[src/rtl/uart_rx_pkg.sv]
// Shared definitions for the UART receiver: register offsets, status bits, FSM states.
package uart_rx_pkg;

    localparam int unsigned DATA_W = 8;
    localparam int unsigned CNT_W  = 16;
    localparam int unsigned ADDR_W = 2;

    // Register offsets
    localparam logic [ADDR_W-1:0] UART_REG_DATA   = 2'd0;
    localparam logic [ADDR_W-1:0] UART_REG_STATUS = 2'd1;
    localparam logic [ADDR_W-1:0] UART_REG_CLEAR  = 2'd2;

    // Status bit positions
    localparam int unsigned ST_NOT_EMPTY = 0;
    localparam int unsigned ST_OVERRUN   = 1;
    localparam int unsigned ST_FRAME_ERR = 2;

    // Receiver FSM states
    typedef enum logic [2:0] {
        S_IDLE      = 3'd0,
        S_START     = 3'd1,
        S_DATA      = 3'd2,
        S_STOP      = 3'd3,
        S_WAIT_HIGH = 3'd4
    } rx_state_e;

    // Pack the status register from its individual flags.
    function automatic logic [DATA_W-1:0] status_byte(
        input logic not_empty,
        input logic overrun,
        input logic frame_err
    );
        logic [DATA_W-1:0] s;
        s = '0;
        s[ST_NOT_EMPTY] = not_empty;
        s[ST_OVERRUN]   = overrun;
        s[ST_FRAME_ERR] = frame_err;
        return s;
    endfunction

endpackage

[src/rtl/uart_rx_fifo.sv]
// Small byte FIFO for received data; wrap-bit pointers, synchronous reset.
module uart_rx_fifo
    import uart_rx_pkg::*;
#(
    parameter int unsigned DEPTH = 4
) (
    input  logic              clk,
    input  logic              rst,
    input  logic              push,
    input  logic [DATA_W-1:0] push_data,
    input  logic              pop,
    output logic [DATA_W-1:0] head_c,
    output logic              full_c,
    output logic              empty_c
);

    localparam int unsigned AW = (DEPTH > 1) ? $clog2(DEPTH) : 1;
    localparam int unsigned PW = AW + 1;

    logic [PW-1:0]     wr_ptr_q, wr_ptr_d;
    logic [PW-1:0]     rd_ptr_q, rd_ptr_d;
    logic [DATA_W-1:0] mem_q [DEPTH];
    logic              push_ok;
    logic              pop_ok;

    // Occupancy decode and pointer advance; a pop frees a slot for a same-cycle push.
    always_comb begin
        empty_c  = (wr_ptr_q == rd_ptr_q);
        full_c   = (wr_ptr_q[AW-1:0] == rd_ptr_q[AW-1:0]) && (wr_ptr_q[AW] != rd_ptr_q[AW]);
        head_c   = mem_q[rd_ptr_q[AW-1:0]];
        pop_ok   = pop && !empty_c;
        push_ok  = push && (!full_c || pop_ok);
        wr_ptr_d = wr_ptr_q + PW'(push_ok);
        rd_ptr_d = rd_ptr_q + PW'(pop_ok);
    end

    // Pointer registers.
    always_ff @(posedge clk) begin
        if (rst) begin
            wr_ptr_q <= '0;
            rd_ptr_q <= '0;
        end else begin
            wr_ptr_q <= wr_ptr_d;
            rd_ptr_q <= rd_ptr_d;
        end
    end

    // Storage array; contents need no reset since the pointers define validity.
    always_ff @(posedge clk) begin
        if (push_ok) begin
            mem_q[wr_ptr_q[AW-1:0]] <= push_data;
        end
    end

endmodule

[src/rtl/uart_rx.sv]
// 8N1 UART receiver with byte FIFO, status flags and CPU register interface.
module uart_rx
    import uart_rx_pkg::*;
#(
    parameter int unsigned DIVISOR    = 104,
    parameter int unsigned FIFO_DEPTH = 4
) (
    input  logic              clk,
    input  logic              rst,
    input  logic [ADDR_W-1:0] addr,
    input  logic              rd_en,
    output logic [DATA_W-1:0] rd_data,
    output logic              rd_valid,
    input  logic              wr_en,
    input  logic [DATA_W-1:0] wr_data,
    input  logic              rx,
    output logic              irq
);

    localparam logic [CNT_W-1:0] HALF_LOAD = CNT_W'(DIVISOR / 2 - 1);
    localparam logic [CNT_W-1:0] BIT_LOAD  = CNT_W'(DIVISOR - 1);

    // Synchronizer
    logic rx_meta_q, rx_meta_d;
    logic rxs_q, rxs_d;

    // Receiver FSM
    rx_state_e         state_q, state_d;
    logic [CNT_W-1:0]  cnt_q, cnt_d;
    logic [2:0]        bit_idx_q, bit_idx_d;
    logic [DATA_W-1:0] shift_q, shift_d;
    logic              cnt_zero_c;
    logic              stop_ok_c;
    logic              stop_bad_c;

    // Flags and bus outputs
    logic              overrun_q, overrun_d;
    logic              frame_err_q, frame_err_d;
    logic [DATA_W-1:0] rd_data_q, rd_data_d;
    logic              rd_valid_q, rd_valid_d;
    logic              irq_q, irq_d;

    // FIFO interface
    logic              push_c;
    logic              pop_c;
    logic [DATA_W-1:0] head_c;
    logic              full_c;
    logic              empty_c;
    logic              wr_req_c;
    logic              clr_ovr_c;
    logic              clr_ferr_c;
    logic              unused_wr_bits;

    assign unused_wr_bits = ^{wr_data[7:3], wr_data[0]};

    uart_rx_fifo #(
        .DEPTH (FIFO_DEPTH)
    ) u_fifo (
        .clk       (clk),
        .rst       (rst),
        .push      (push_c),
        .push_data (shift_q),
        .pop       (pop_c),
        .head_c    (head_c),
        .full_c    (full_c),
        .empty_c   (empty_c)
    );

    // Two-stage synchronizer feed.
    always_comb begin
        rx_meta_d = rx;
        rxs_d     = rx_meta_q;
    end

    // Frame recovery: mid-bit sampling driven by a down-counting baud counter.
    always_comb begin
        state_d    = state_q;
        cnt_d      = cnt_q;
        bit_idx_d  = bit_idx_q;
        shift_d    = shift_q;
        stop_ok_c  = 1'b0;
        stop_bad_c = 1'b0;
        cnt_zero_c = (cnt_q == '0);

        case (state_q)
            S_IDLE: begin
                if (!rxs_q) begin
                    cnt_d   = HALF_LOAD;
                    state_d = S_START;
                end
            end
            S_START: begin
                if (cnt_zero_c) begin
                    if (rxs_q) begin
                        state_d = S_IDLE;
                    end else begin
                        cnt_d     = BIT_LOAD;
                        bit_idx_d = '0;
                        state_d   = S_DATA;
                    end
                end else begin
                    cnt_d = cnt_q - CNT_W'(1);
                end
            end
            S_DATA: begin
                if (cnt_zero_c) begin
                    shift_d   = {rxs_q, shift_q[DATA_W-1:1]};
                    cnt_d     = BIT_LOAD;
                    bit_idx_d = bit_idx_q + 3'd1;
                    if (bit_idx_q == 3'd7) begin
                        state_d = S_STOP;
                    end
                end else begin
                    cnt_d = cnt_q - CNT_W'(1);
                end
            end
            S_STOP: begin
                if (cnt_zero_c) begin
                    if (rxs_q) begin
                        stop_ok_c = 1'b1;
                        state_d   = S_IDLE;
                    end else begin
                        stop_bad_c = 1'b1;
                        state_d    = S_WAIT_HIGH;
                    end
                end else begin
                    cnt_d = cnt_q - CNT_W'(1);
                end
            end
            S_WAIT_HIGH: begin
                if (rxs_q) begin
                    state_d = S_IDLE;
                end
            end
            default: begin
                state_d = S_IDLE;
            end
        endcase
    end

    // Register interface, FIFO push/pop arbitration and sticky error flags.
    always_comb begin
        rd_data_d  = '0;
        rd_valid_d = rd_en;
        wr_req_c   = wr_en && !rd_en;
        pop_c      = rd_en && (addr == UART_REG_DATA) && !empty_c;
        push_c     = stop_ok_c && (!full_c || pop_c);
        clr_ovr_c  = wr_req_c && (addr == UART_REG_CLEAR) && wr_data[ST_OVERRUN];
        clr_ferr_c = wr_req_c && (addr == UART_REG_CLEAR) && wr_data[ST_FRAME_ERR];

        if (rd_en) begin
            case (addr)
                UART_REG_DATA:   rd_data_d = empty_c ? '0 : head_c;
                UART_REG_STATUS: rd_data_d = status_byte(!empty_c, overrun_q, frame_err_q);
                default:         rd_data_d = '0;
            endcase
        end

        overrun_d   = (stop_ok_c && full_c && !pop_c) || (overrun_q && !clr_ovr_c);
        frame_err_d = stop_bad_c || (frame_err_q && !clr_ferr_c);
        irq_d       = !empty_c || overrun_q || frame_err_q;
    end

    // State and output registers.
    always_ff @(posedge clk) begin
        if (rst) begin
            rx_meta_q   <= 1'b1;
            rxs_q       <= 1'b1;
            state_q     <= S_IDLE;
            cnt_q       <= '0;
            bit_idx_q   <= '0;
            shift_q     <= '0;
            overrun_q   <= 1'b0;
            frame_err_q <= 1'b0;
            rd_data_q   <= '0;
            rd_valid_q  <= 1'b0;
            irq_q       <= 1'b0;
        end else begin
            rx_meta_q   <= rx_meta_d;
            rxs_q       <= rxs_d;
            state_q     <= state_d;
            cnt_q       <= cnt_d;
            bit_idx_q   <= bit_idx_d;
            shift_q     <= shift_d;
            overrun_q   <= overrun_d;
            frame_err_q <= frame_err_d;
            rd_data_q   <= rd_data_d;
            rd_valid_q  <= rd_valid_d;
            irq_q       <= irq_d;
        end
    end

    assign rd_data  = rd_data_q;
    assign rd_valid = rd_valid_q;
    assign irq      = irq_q;

endmodule
[config.mk]
export PLATFORM = sky130hd
export DESIGN_NAME = uart_rx
export DESIGN_NICKNAME = d
export VERILOG_FILES = /design/src/rtl/uart_rx_pkg.sv /design/src/rtl/uart_rx_fifo.sv /design/src/rtl/uart_rx.sv
export SDC_FILE = /design/constraint.sdc
export NUM_CORES = 1
export LEC_CHECK = 0
export ABC_AREA = 1
export BUFFER_PORTS_ARGS = -buffer_cell sky130_fd_sc_hd__buf_4
export CORE_UTILIZATION = 45
export DETAILED_ROUTE_END_ITERATION = 7
export SLEW_MARGIN = 30
export SYNTH_ARGS = -nofsm -noshare
export SYNTH_HDL_FRONTEND = slang
export SYNTH_SLANG_ARGS = --single-unit
export TNS_END_PERCENT = 20
[constraint.sdc]
create_clock -name clk -period 6.1 [get_ports clk]
set_input_delay 0.915 -clock clk [delete_from_list [all_inputs] [get_ports clk]]
set_output_delay 0.915 -clock clk [all_outputs]
set_load 0.01 [all_outputs]
After elaboration in Yosys (flattened, before gate mapping)
Memories as Yosys holds them, arrays and structs flattened. A register that Yosys moved wholly into a read port is not among the register bits.
Cells that the tools add are included.
{"block": "word_totals", "reg_bits": 50, "mem_bits_rw": 32, "inputBits": 15, "out_inout_bits": 10, "elab_cells": 104, "n_memories": 1}
{"block": "op_classes", "addsub": 4, "n_eq_ne": 19, "n_mux": 30, "bitwise_logic": 1, "reduce_logical": 36}
{"name": "u_fifo.mem_q", "depth": 4, "width": 8, "read_ports": 1, "rd_clocked_by_memory_dff": 1, "write_ports": 1, "line_no": "uart_rx_fifo.sv:22", "source": "logic [DATA_W-1:0] mem_q [DEPTH];"}
{"cell": "16-bit 2-to-1 mux", "count": 5}
{"cell": "16-bit case mux with 4 select lines", "count": 1}
{"cell": "3-bit 2-to-1 mux", "count": 10}
{"cell": "16-bit zero test", "count": 1}
{"cell": "2-bit inequality test (second input constant)", "count": 8}
{"cell": "8-bit case mux with 2 select lines", "count": 1}
{"cell": "16-bit by 1-bit subtractor with 16-bit output (second input constant)", "count": 1}
{"cell": "3-bit case mux with 5 select lines", "count": 1}
{"cell": "1-bit logical AND", "count": 14}
{"cell": "1-bit 2-to-1 mux", "count": 8}
{"cell": "8-bit 2-to-1 mux", "count": 1}
{"cell": "4-bit AND reduction", "count": 2}
{"cell": "3-bit by 1-bit adder with 3-bit output", "count": 2}
{"cell": "3-bit by 2-bit equality test with 1-bit output (second input constant)", "count": 2}
{"cell": "3-bit equality test (second input constant)", "count": 2}
{"cell": "1-bit zero test", "count": 6}
{"cell": "1-bit logical OR", "count": 6}
{"cell": "3-bit case mux with 2 select lines", "count": 1}
{"cell": "6-bit AND reduction", "count": 1}
{"cell": "2-bit 2-to-1 mux", "count": 2}
{"cell": "4-bit nonzero test", "count": 1}
{"cell": "3-bit by 1-bit adder with 3-bit output (second input constant)", "count": 1}
{"cell": "3-bit by 1-bit equality test with 1-bit output (second input constant)", "count": 1}
{"cell": "3-bit equality test", "count": 1}
{"cell": "11 further kinds", "count": 11}

Logic depth before layout (Yosys ltp)
{"block": "logic_depth", "ltp_word": 8, "ltp_mapped": 12, "depth_no_buf": 12}

By module
A second synthesis with hierarchy kept.
{"block": "unflattened", "hier_cells": 437, "area_unflattened_um2": 3736.1}
{"mod": "uart_rx", "instances": 1, "cells_per_inst": 309, "area_each_um2": 2172.1, "seq_area_each_um2": 880.8}
{"mod": "uart_rx_fifo", "instances": 1, "cells_per_inst": 128, "area_each_um2": 1564.0, "seq_area_each_um2": 1081.0}

Least setup slack after synthesis
Ideal clock, no wire load.
{"block": "synth_timing", "kind": "input -> register", "from": "input port addr[1]", "to": "memory u_fifo.mem_q[1][0], enable pin", "setup_time_ns": 0.383, "t_arrival_ns": 1.992, "setup_slack_ns": 3.725, "path_stages": 5, "n_path_buf": 0, "cell_sequence": "inv_1 nand2_1 o211ai_1 nand2_1 nor3_1"}
{"block": "synth_via", "elab_chain_len": 8, "elab_cells_between_ends": 10, "cone_classes": "2 x mux; 8 x reduce/logical"}
{"item": "from (decl)", "line_no": "uart_rx.sv:10", "source": "input logic [ADDR_W-1:0] addr,"}
{"item": "2-bit zero test *", "line_no": "uart_rx.sv:146", "source": "pop_c = rd_en && (addr == UART_REG_DATA) && !empty_c;"}
{"item": "1-bit logical AND * (2 in series)", "line_no": "uart_rx.sv:146"}
{"item": "1-bit logical OR or 1-bit logical AND (tied branches)", "line_no": "uart_rx.sv:147, uart_rx_fifo.sv:31"}
{"item": "1-bit logical AND or 1-bit logical OR (tied branches)", "line_no": "uart_rx.sv:147, uart_rx_fifo.sv:32"}
{"item": "1-bit logical AND *", "line_no": "uart_rx_fifo.sv:32", "source": "push_ok = push && (!full_c || pop_ok);"}
{"item": "1-bit 2-to-1 mux *", "line_no": "uart_rx_fifo.sv:50", "source": "if (push_ok) begin"}
{"item": "1-bit 2-to-1 mux (not written as such) *", "line_no": "uart_rx_fifo.sv:51", "source": "mem_q[wr_ptr_q[AW-1:0]] <= push_data;"}
{"item": "to (decl)", "line_no": "uart_rx_fifo.sv:22"}
Mark *: on every way between the ends. The rest lies on a longest branch, timed or not.

Final worst setup path
{"block": "layout_timing", "from": "register u_fifo.rd_ptr_q[0]", "to": "memory u_fifo.mem_q[2][0], enable pin"}
{"block": "layout_via", "elab_chain_len": 8, "elab_cells_between_ends": 13, "cone_classes": "2 x eq/ne; 2 x mux; 9 x reduce/logical"}
{"item": "from (decl)", "line_no": "uart_rx_fifo.sv:21", "source": "logic [PW-1:0] rd_ptr_q, rd_ptr_d;"}
{"item": "from (signal assigned)", "line_no": "uart_rx_fifo.sv:44", "source": "rd_ptr_q <= rd_ptr_d;"}
{"item": "3-bit equality test or 2-bit equality test (tied branches)", "line_no": "uart_rx_fifo.sv:28, uart_rx_fifo.sv:29"}
{"item": "1-bit zero test or 1-bit logical AND (tied branches)", "line_no": "uart_rx_fifo.sv:31, uart_rx.sv:146, uart_rx_fifo.sv:29"}
{"item": "1-bit logical AND or 1-bit zero test (tied branches)", "line_no": "uart_rx.sv:146, uart_rx_fifo.sv:32, uart_rx.sv:147"}
{"item": "1-bit logical OR or 1-bit logical AND (tied branches)", "line_no": "uart_rx.sv:147, uart_rx_fifo.sv:31"}
{"item": "1-bit logical AND or 1-bit logical OR (tied branches)", "line_no": "uart_rx.sv:147, uart_rx_fifo.sv:32"}
{"item": "1-bit logical AND *", "line_no": "uart_rx_fifo.sv:32"}
{"item": "1-bit 2-to-1 mux *", "line_no": "uart_rx_fifo.sv:50"}
{"item": "1-bit 2-to-1 mux (not written as such) *", "line_no": "uart_rx_fifo.sv:51"}
Marked as above.

==> flow_metrics.env <==
export IMPL_layout_drive_gt1_share_pct=12.5
export IMPL_htree_levels=3
export IMPL_ir_worst_vdd_mv=0.281
export IMPL_status="finished with violations"
export IMPL_crit_cells=7
export IMPL_fin_nets=465
export IMPL_synth_flop_cell="dfxtp_1"
export IMPL_rsz0062_at_grt="false"
export IMPL_gr_total_overflow=0
export IMPL_maxCapViolCount=0
export IMPL_dp_hpwl_mm=4.69
export IMPL_grt_pass1_vias=2598
export IMPL_cts_setup_buffers=0
export IMPL_final_antenna_net_count=0
export IMPL_skew_ns=0.0139
export IMPL_coreArea_sq_um=7730
export IMPL_cp_max_fo=19
export IMPL_ys_ff_latch=82
export IMPL_antenna_found_initial=0
export IMPL_vias_per_cell=4.88
export IMPL_path_cells="xor2_1 -> nor2_1 -> o211ai_1 -> nand2_1 -> inv_2 -> nand2_1 -> nor2_1"
export IMPL_p_per_area_nw_per_um2=422
export IMPL_grt_pass1_wl_mm=11.8
export IMPL_violations="DRC"
export IMPL_cts_resized=0
export IMPL_crit_family="simple AND/OR/NAND/NOR gates"
export IMPL_synth_top_cells_by_count="nor2_1 (83), nand2_1 (56), inv_1 (51)"
export IMPL_tns_ns=0
export IMPL_finalSetupViolations=0
export IMPL_cts_hold_buffers=0
export IMPL_place_worst_setup_slack_ns=3.35
export IMPL_grtUsageTotal_pct=18.2
export IMPL_die_y_um=91.2
export IMPL_cp_required_ns=6.08
export IMPL_final_util_pct=51.9
export IMPL_finalCritPeriodShare_pct=39.7
export IMPL_min_path_cells=1
export IMPL_area_delta_synth_final_pct=11.9
export IMPL_power_total_uw=1690
export IMPL_reg2reg_depth=7
export IMPL_insertion_delay_ns=0.36
export IMPL_hold_violations=0
export IMPL_cts_root_buffer="clkbuf_8"
export IMPL_synth_most_common_cell="nor2_1"
export IMPL_yosys_warnings=0
export IMPL_drt_first_pass_iters=6
export IMPL_netlist_area_sq_um=3580
export IMPL_path_buf_inv=1
export IMPL_cts_buffer_depth=2
export IMPL_die_width_um=91.2
export IMPL_io_pins=25
export IMPL_async_flop_share_pct=0
export IMPL_crit_path_top_delay_cell="dfxtp_1"
export IMPL_path_class="flop to flop"
export IMPL_cp_arrival_ns=2.40
export IMPL_synth_distinct_cells=33
export IMPL_multi_input_area_sq_um=1360
export IMPL_syn_inst=420
export IMPL_leakage_uw=0.00175
export IMPL_wl_per_cell_um=12.3
export IMPL_antenna_cells=0
export IMPL_hp_class="flop to flop"
export IMPL_place_gp_congestion=0.870
export IMPL_grt_max_degree=21
export IMPL_cts_tree="done"
export IMPL_yosys_area_top_type="dfxtp_1"
export IMPL_yosys_area_top_type_share_pct=27.9
export IMPL_portBuffers=18
export IMPL_finalMaxSlewViolations=0
export IMPL_vias=2680
export IMPL_drt_iter0_markers=116
export IMPL_fmax_mhz=413
export IMPL_startpoint_type="flop"
export IMPL_tightest_slew_ns=0.792
export IMPL_seq_area_sq_um=1960
export IMPL_cpPeakStageDelay_ns=0.79
export IMPL_clkSlewWorstSetupHoldPaths_ns=0.09
export IMPL_clkSinkCount=82
export IMPL_fin_ws_ns=3.68
export IMPL_totalWireLength_mm=6.77
export IMPL_nFillCells=721
export IMPL_numCtsBuffers=9
export IMPL_start_util_pct=46.4
export IMPL_critical_path_endpoint_type="flop"
export IMPL_drc_errors=1
export IMPL_die_area_sq_um=8320
export IMPL_synth_avg_cell_area_sq_um=8.53
export IMPL_rows=32
export IMPL_fin_crit_ns=2.42
export IMPL_syn_nets=443
export IMPL_yosys_top_cells_area="dfxtp_1 (28%), edfxtp_1 (27%), nor2_1 (8.7%)"
export IMPL_synth_edf_count=32
export IMPL_yosysSeqAreaShare_pct=54.8
export IMPL_slew_headroom_pct=47.0
stage by stage:
| stage | hold WS (ns) | area [sq um] | cells |
|---|---|---|---|
| final | 0.413 | 4010 | 549 |
| after global routing | 0.431 | 4010 | 549 |
| after CTS | 0.416 | 4010 | 549 |
| after detailed placement | 0.395 | 3810 | 533 |
| after global placement | 0.391 | 3810 | 533 |
| after floorplan | 0.389 | 3580 | 420 |
flip-flops by register name, indices dropped and copies added, names as in the netlist:
signal	count
state_q	3
shift_q	8
irq	1
bit_idx_q	3
u_fifo.mem_q	32
overrun_q	1
rd_data	8
u_fifo.rd_ptr_q	3
rxs_q	1
cnt_q	16
rd_valid	1
frame_err_q	1
rx_meta_q	1
u_fifo.wr_ptr_q	3
per-layer routing:
layer  track usage [%]  vias to the layer above  wire length [um]
met4              8.33                        0                99
met3              3.60                        8               162
met2              31.8                       36              3340
li1                  -                     1416                 -
met1              21.5                     1220              3170
met5                 0                        -                 0
where the power goes:
group / internal, uW / switching, uW
Sequential: 643 / 62.0
Combinational: 197 / 391
Clock: 192 / 208
cells by family after synthesis:
logic type	Yosys count	synth area share, %
buf+inv	65	7.27
simple gates	188	23.1
flops	82	54.8
fa+ha+maj	8	2.79
compound gates	69	10.2
xor+xnor	8	1.96
final timing paths:
check	from	to	slack [ns]
max	u_fifo.rd_ptr_q[0]	u_fifo.mem_q[2][0]	3.68
min	rx_meta_q	rxs_q	0.41
max reg2reg	u_fifo.rd_ptr_q[0]	u_fifo.mem_q[2][0]	3.68
min reg2reg	rx_meta_q	rxs_q	0.41
placed cells by master, fill, tap and decap left out, drive strengths merged, types with 3 or more instances in the layout:
cell type	count
a21oi	26
buf	20
clkbuf	9
dfxtp	50
edfxtp	32
ha	8
inv	58
nand2	60
nand3	23
nand4	5
nor2	88
nor3	10
o21ai	37
xnor2	3
xor2	5
final cells by class:
cell class / instances / share of cell area [%]
Clock buffer: 9 / 3.09
Clock inverter: 7 / 1.90
Inverter: 56 / 5.24
Multi-Input combinational cell: 273 / 33.9
Sequential cell: 82 / 48.9
Tap cell: 102 / 3.18
Timing Repair Buffer: 20 / 3.74
No activity file was read; power rests on OpenSTA's default activity.
